--- src/rtl/comp_seq_ctrl.sv ---
// Sequential magnitude comparator: walks two WIDTH-bit operands 2 bits per cycle, MSB slice
// first, through a 2-bit e/l/g comparator slice and reports a one-hot e/l/g verdict.
module comp_seq_ctrl #(
  parameter int unsigned WIDTH      = 8,
  parameter bit          EARLY_EXIT = 1'b1
) (
  input  logic             clk,
  input  logic             rst_n,
  input  logic             start,
  input  logic [WIDTH-1:0] a,
  input  logic [WIDTH-1:0] b,
  output logic             busy,
  output logic             done,
  output logic             e,
  output logic             l,
  output logic             g
);

  localparam int unsigned S  = WIDTH / 2;
  localparam int unsigned KW = (S > 1) ? $clog2(S) : 1;
  localparam logic [KW-1:0] KMax = KW'(S - 1);

  typedef enum logic [0:0] {StIdle, StRun} state_e;

  state_e           state_q;
  logic [WIDTH-1:0] a_q, b_q;
  logic [KW-1:0]    k_q;
  logic             seen_q, held_l_q, held_g_q;

  logic [1:0] slice_a, slice_b;
  logic       sl_e, sl_l, sl_g;

  // Slice mux with constant indices keeps the select free of variable part-selects.
  always_comb begin
    slice_a = '0;
    slice_b = '0;
    for (int unsigned i = 0; i < S; i++) begin
      if (k_q == KW'(i)) begin
        slice_a = a_q[2*i +: 2];
        slice_b = b_q[2*i +: 2];
      end
    end
  end

  // Shared 2-bit comparator slice.
  always_comb begin
    sl_e = (slice_a == slice_b);
    sl_l = (slice_a <  slice_b);
    sl_g = (slice_a >  slice_b);
  end

  always_ff @(posedge clk or negedge rst_n) begin
    if (!rst_n) begin
      state_q  <= StIdle;
      busy     <= 1'b0;
      done     <= 1'b0;
      e        <= 1'b0;
      l        <= 1'b0;
      g        <= 1'b0;
      k_q      <= KMax;
      a_q      <= '0;
      b_q      <= '0;
      seen_q   <= 1'b0;
      held_l_q <= 1'b0;
      held_g_q <= 1'b0;
    end else begin
      done <= 1'b0;
      case (state_q)
        StIdle: begin
          if (start) begin
            a_q      <= a;
            b_q      <= b;
            k_q      <= KMax;
            busy     <= 1'b1;
            e        <= 1'b0;
            l        <= 1'b0;
            g        <= 1'b0;
            seen_q   <= 1'b0;
            held_l_q <= 1'b0;
            held_g_q <= 1'b0;
            state_q  <= StRun;
          end
        end
        StRun: begin
          if (!sl_e && EARLY_EXIT) begin
            l       <= sl_l;
            g       <= sl_g;
            done    <= 1'b1;
            busy    <= 1'b0;
            state_q <= StIdle;
          end else begin
            // Without early exit only the most significant unequal slice decides.
            if (!sl_e && !seen_q) begin
              seen_q   <= 1'b1;
              held_l_q <= sl_l;
              held_g_q <= sl_g;
            end
            if (k_q == '0) begin
              if (seen_q) begin
                e <= 1'b0;
                l <= held_l_q;
                g <= held_g_q;
              end else begin
                e <= sl_e;
                l <= sl_l;
                g <= sl_g;
              end
              done    <= 1'b1;
              busy    <= 1'b0;
              state_q <= StIdle;
            end else begin
              k_q <= k_q - 1'b1;
            end
          end
        end
        default: state_q <= StIdle;
      endcase
    end
  end

endmodule

--- config.mk ---
export PLATFORM = sky130hd
export DESIGN_NAME = comp_seq_ctrl
export DESIGN_NICKNAME = d
export VERILOG_FILES = /design/src/rtl/comp_seq_ctrl.sv
export SDC_FILE = /design/constraint.sdc
export NUM_CORES = 1
export LEC_CHECK = 0
export ABC_AREA = 1
export ABC_CLOCK_PERIOD_IN_PS = 1950
export BUFFER_PORTS_ARGS = -buffer_cell sky130_fd_sc_hd__buf_2
export CORE_ASPECT_RATIO = 1.1
export CORE_MARGIN = 1.5
export CORE_UTILIZATION = 30
export CTS_CLUSTER_DIAMETER = 80
export DETAILED_ROUTE_END_ITERATION = 8
export GPL_TIMING_DRIVEN = 1
export SLEW_MARGIN = 20
export SYNTH_ARGS = -nofsm -noshare
export SYNTH_HDL_FRONTEND = slang
export SYNTH_SLANG_ARGS = --single-unit
export TNS_END_PERCENT = 20
--- constraint.sdc ---
create_clock -name clk -period 1.95 [get_ports clk]
set_clock_uncertainty 0.2 [all_clocks]
set_input_delay 0.195 -clock clk [delete_from_list [all_inputs] [get_ports clk]]
set_output_delay 0.195 -clock clk [all_outputs]
set_load 0.01 [all_outputs]
==> results of run 1 <==
==> state kept, by name, indices dropped and copies added (netlist names) <==
signal	cells
e	1
g	1
held_l_q	1
busy	1
b_q	8
state_q	1
held_g_q	1
l	1
done	1
seen_q	1
k_q	2
a_q	8
==> tightest hold or removal path: stages <==
cell and delay [ns]:
buf_2 0.13, nand2_8 0.12, nand2_2 0.11
==> power groups by stage <==
stage	registers, mW	logic [mW]	clock network, mW
2_1_floorplan	0.990	1.46	0
3_3_place_gp	1.01	1.79	0
3_5_place_dp	1.00	1.80	0
4_1_cts	0.996	1.91	0.327
5_1_grt	1.03	2.21	0.352
6_report	0.993	1.92	0.313
==> Yosys cell counts (2+ instances only) <==
cell type and instances:
nand2_1 79, dfrtp_1 25, inv_1 14, nand3_1 9, nor2_1 7, ha_1 6
a21oi_1 5, nand4_1 3, o21ai_2 3, buf_6 2, dfstp_2 2, o21ai_0 2
or2_2 2
==> logic make-up (layout without fill, tap and decap cells) <==
logic type,after synthesis,in the layout
adders and majority gates,6,6
and+or+nand+nor,104,104
DFF,27,27
AOI/OAI and AO/OA,10,10
buffers and inverters,19,63
==> timing repair <==
item | in CTS | in global routing
endpoints found under the setup margin | 8 | 8
resized for setup | 7 | 5
pin swaps | 5 | 9
hold buffers | 17 | 0
endpoints found under the hold margin | 41 | 0
buffers inserted | 0 | 0
==> per-stage QoR <==
step / instance area, sq um / worst slack [ns] / total power, mW / util (%)
after global routing: 1891 / -0.2968 / 3.587 / 43.80
after floorplan: 1468 / -0.05122 / 2.449 / -
after global placement: 1643 / -0.1974 / 2.794 / 38.06
final: 1891 / -0.1677 / 3.222 / 43.80
after CTS: 1876 / -0.1900 / 3.231 / 43.45
after detailed placement: 1643 / -0.2039 / 2.803 / 38.06
==> worst paths after layout <==
kind / from / to / cells after the start
setup / recovery: k_q[1] / g / 12
hold / removal: start / state_q / 3
setup reg to reg: k_q[1] / g / 12
hold reg to reg: a_q[6] / a_q[6] / 2
max in group asynchronous: rst_n / b_q[7] / 2
min in group asynchronous: rst_n / a_q[2] / 2
==> area by class of cell <==
class | count | area [sq um] | share of cell area [%]
timing repair buffer | 43 | 307.8 | 16.28
multi-input combinational | 120 | 721.9 | 38.19
inverter | 16 | 70.07 | 3.706
tap | 54 | 67.56 | 3.574
sequential | 27 | 678.2 | 35.87
clock buffer | 4 | 45.04 | 2.383
==> metal layers <==
layer	up-vias	GRT usage [%]	part of all wire, %
li1	598	-	-
met1	519	17.07	48
met2	21	21.67	48
met3	4	2.297	2.8
met4	0	6.122	1.9
met5	-	0	0
==> layout by cell type, fill, tap and decap left out <==
cell and n:
o21ai_1 2, dlygate4sd3_1 17, inv_6 1, nor2_2 1, a21oi_1 3, nand2_2 8, nor2_4 1, nand4_1 3
o21ai_2 3, clkbuf_8 3, buf_2 23, nand2_8 1, dfstp_2 2, nor2_1 7, or2_2 2, nand2_1 69
nand3_2 4, nand2_4 3, a21oi_2 2, clkbuf_1 1, dfrtp_1 25, inv_4 2, inv_1 9, ha_4 6
inv_2 4, buf_4 3, nand3_1 5
==> results.yml, run 1 <==
outcome:
  status: "complete, but fails checks"
  violations: "negative setup slack"
sta:
  finalCriticalPeriod_ns: 2.118
  hold_ws_ns: 0.1159
  fin_crit_sh_pct: 108.6
  finalSetupTns_ns: -1.016
  layout_setup_ws_ns: -0.1677
  final_max_slew_viol_count: 0
  fmax_ghz: 0.4722
  relSlewSlack_pct: 59.85
  rsz0062_at_grt: "yes"
  hold_violations: 0
  setup_viol: 8
  worst_slew_pin_slew_ns: 0.6022
floorplanning:
  dieArea_sq_mm: 0.004921
  start_util_pct: 31.33
  rows: 25
  die_h_microns: 73.42
  core_area_sq_mm: 0.004317
  die_x_microns: 67.02
  ios: 24
routing:
  antenna_left: 0
  drt_first_pass_iters: 4
  routedWlPerCell_microns: 10.35
  wirelength_microns: 2733
  via_per_inst: 4.326
  route.detailed.drc: 0
  dr.first_iter.drc_count: 54
  vias: 1142
power_and_ir_drop:
  peakVddDrop_uv: 548.3
  powerDensity_mw_per_mm2: 1704
  clkPwrFrac_pct: 9.7
  combPwrFrac_pct: 59.5
  p_seq_share_pct: 30.8
  swShare_pct: 44.69
  p_sw_mw: 1.440
  intPower_mw: 1.782
  p_leak_nw: 0.9516
grt:
  antenna_found_initial: 0
  track_usage_pct: 13.29
  grt_max_degree: 28
  grt_pass1_wl_microns: 4961
  grt_pass1_vias: 1140
  grt_overflow_total: 0
yosys:
  synthMuxAreaShare_pct: 0
  synth_top_cells_by_area: "dfrtp_1, nand2_1, ha_1"
  synth-simple-area-share_pct: 32.75
  yosys_most_used_dff: "dfrtp_1"
  synthCells: 166
  synth_top_family_by_area: "simple AND/OR/NAND/NOR gates"
  ys_types: 20
  syn_nets: 191
  netlist.area_leader.share_pct: 46.25
  synth_fa_ha_area_share_pct: 5.550
  ys_seq_area_share_pct: 50.14
  synth.avg_cell_area_sq_um: 8.148
  ys_warn_count: 0
  synthArstFlopShare_pct: 100.0
  synth_compound_area_share_pct: 4.533
  synth-edff-count: 0
  ys_ff_latch: 27
  syn_area_sq_mm: 0.001353
  synth_xor_area_share_pct: 0
  yosysTopAreaCell: "dfrtp_1"
cts:
  cts_tree: "built"
  clock-root-buffer: "clkbuf_8"
  clkSinkCount: 27
  path_clk_slew_ns: 0.09
  clk_latency_ns: 0.27
  clock_path_buffers: 2
  htree_num_levels: 1
  cts_made_buffers: 3
min_path:
  hold_path_class: "input pin to flop"
critical_path:
  cp.required_ns: 1.92
  critical_path.endpoint_type: "flop"
  crit_family: "flip-flops"
  cp_max_fo: 5
  critPathLaunchType: "flop"
  ff2ff_setup_slack_ns: -0.17
  slowest_stage: "dfstp_2"
  cp.arrival_ns: 2.09
  path_cells: "inv_2 > ha_4 > a21oi_2 > nand2_1 > nand2_1 > nand2_2 > ha_4 > nand2_4 > nand2_4 > nand2_4 > nand3_2 > nand2_1"
  critPathMaxStageDelay_ns: 0.62
  cp_num_buf_inv: 1
  crit_type: "flop to flop"
layout:
  drive_gt1_share_pct: 32.86
  fillers: 433
  antenna_cells: 0
  stdcell_count: 264
  syn2layout_area_growth_pct: 39.78
  fin_nets: 236
placement:
  gp_congestion: 0.8276
  dp_hpwl_microns: 1920
  io_buffers: 23
  post-place-cells: 243
run:
  cap_violations: 0
No activity file was read; power rests on OpenSTA's default activity.
==> inputs of run 2 (changes only) <==
Settings changed: ABC_CLOCK_PERIOD_IN_PS 1950 to 2130, CELL_PAD_IN_SITES_DETAIL_PLACEMENT set to 0, CELL_PAD_IN_SITES_GLOBAL_PLACEMENT set to 1, PLACE_DENSITY_LB_ADDON set to 0.1.
Clock period 1.95 ns to 2.13 ns, I/O delays scaled along.
==> results.yml, run 2 (same netlist as run 1, synthesis figures left out) <==
outcome:
  status: "complete, but fails checks"
  violations: "negative setup slack"
grt:
  grt_pass1_wl_microns: 5292
  antenna_found_initial: 0
  busiest_layer: "met2"
  grt_max_degree: 28
  grtUsageMet3_pct: 2.297
  grtUsageMet2_pct: 22.33
  grt_overflow_total: 0
  grt_pass1_vias: 1207
  track_usage_pct: 14.00
  grt_util_met1_pct: 18.46
layout:
  reg_top3: "a_q (8), b_q (8), k_q (2)"
  syn2layout_area_growth_pct: 45.88
  design_area_sq_mm: 0.001973
  final_cell_mix: "nand2_1, dfrtp_1, buf_2"
  fillers: 438
  final_common_cell: "nand2_1"
  antenna_cells: 0
  drive_gt1_share_pct: 36.45
  fin_nets: 240
floorplanning:
  ios: 24
  core_area_sq_mm: 0.004317
  dieArea_sq_mm: 0.004921
  die_x_microns: 67.02
  start_util_pct: 31.33
  rows: 25
  die_h_microns: 73.42
power_and_ir_drop:
  peakVddDrop_uv: 592.4
  p_leak_nw: 0.9950
  power_mw: 3.393
  powerDensity_mw_per_mm2: 1720
critical_path:
  critPathLaunchType: "flop"
  reg2reg_depth: 13
  critical_path.endpoint_type: "flop"
  cp.required_ns: 2.10
  cp_max_fo: 5
  cp-endpoint: "l"
  rr_endpoint: "l"
  crit_path_start: "k_q[0]"
  cp.arrival_ns: 2.15
  r2r-start: "k_q[0]"
  ff2ff_setup_slack_ns: -0.05
  crit_type: "flop to flop"
routing:
  routedWlPerCell_microns: 11.87
  dr.first_iter.drc_count: 20
  via_per_inst: 4.511
  antenna_left: 0
  wirelength_microns: 3182
  vias: 1209
  route.detailed.drc: 0
  drt_first_pass_iters: 4
placement:
  dpl_cell_area_sq_mm: 0.001545
  dpl_worst_slack_ns: -0.1476
  gp_congestion: 0.7708
  io_buffers: 23
  dp_hpwl_microns: 2133
sta:
  final_max_slew_viol_count: 0
  fin_crit_sh_pct: 102.1
  layout_setup_ws_ns: -0.04539
  fmax_ghz: 0.4597
  relSlewSlack_pct: 60.12
  rsz0062_at_grt: "yes"
  finalCriticalPeriod_ns: 2.175
  setup_viol: 5
  worst_slew_pin_slew_ns: 0.5982
  hold_violations: 0
cts:
  clk_latency_ns: 0.27
  clkSinkCount: 27
  htree_num_levels: 1
  clock-root-buffer: "clkbuf_8"
  clock_path_buffers: 2
  cts_made_buffers: 3
  path_clk_slew_ns: 0.10
  cts_tree: "built"
run:
  cap_violations: 0
min_path:
  hold_path_class: "input pin to flop"
[run 2: changes by cell type in the layout (fill, tap and decap cells not counted), moves of 2 or more]
cell / change
o21ai_0: +2
nand2_1: -5
o21ai_1: -2
inv_2: -2
nand2_2: +2
nand2_4: +3
buf_6: +2
inv_4: +2
[run 2: per-stage QoR]
stage,util [%],hold WS [ns],std cells,TNS (ns)
final,45.71,0.1288,268,-0.1828
after global routing,45.71,0.1512,268,-0.6528
after CTS,43.74,0.1403,267,-0.02275
after detailed placement,35.80,0.05939,245,-0.7732
after global placement,35.80,0.05079,245,-0.5908
after floorplan,-,-0.2826,166,0
[run 2: per-layer routing]
layer	vias up	wire length [microns]
li1	607	-
met1	568	1528
met2	24	1492
met3	10	85
met4	0	76
met5	-	0
[run 2: area by class of cell]
type,count,area [sq um],share of cell area (%)
Multi-Input combinational cell,120,749.5,37.98
Sequential cell,27,678.2,34.37
Timing Repair Buffer,47,357.8,18.14
Inverter,16,75.07,3.805
Tap cell,54,67.56,3.424
Clock buffer,4,45.04,2.283
[run 2: worst max-delay path, cell delays in order, from the launching register on]
cell and delay (ns):
dfstp_2 0.60, buf_6 0.12, ha_4 0.18, inv_4 0.05, nand2_2 0.06, nand3_1 0.07
nand2_1 0.09, nand2_2 0.07, ha_4 0.28, nand2_4 0.07, nand2_4 0.09, nand2_4 0.07
nand3_2 0.07, nand2_1 0.05
[run 2: how the worst min path moves through the flow]
stage / startpoint / end / cells past startpoint
4_1_cts: start / state_q / 3
3_3_place_gp: rst_n / b_q[3] / 1
3_5_place_dp: rst_n / b_q[2] / 1
2_1_floorplan: rst_n / a_q[0] / 0
5_1_grt: start / state_q / 3
6_report: start / state_q / 3
[run 2: power breakdown]
part | switching [mW] | internal, mW
Sequential | 0.170 | 0.749
Combinational | 1.21 | 0.965
Clock | 0.161 | 0.134
[run 2: timing repair]
item | 4_1_cts | 5_1_grt
setup endpoints to repair | 8 | 7
pin swaps | 7 | 13
hold endpoints to repair | 41 | 0
hold buffers | 17 | 0
resized for setup | 29 | 17
buffers inserted | 1 | 1
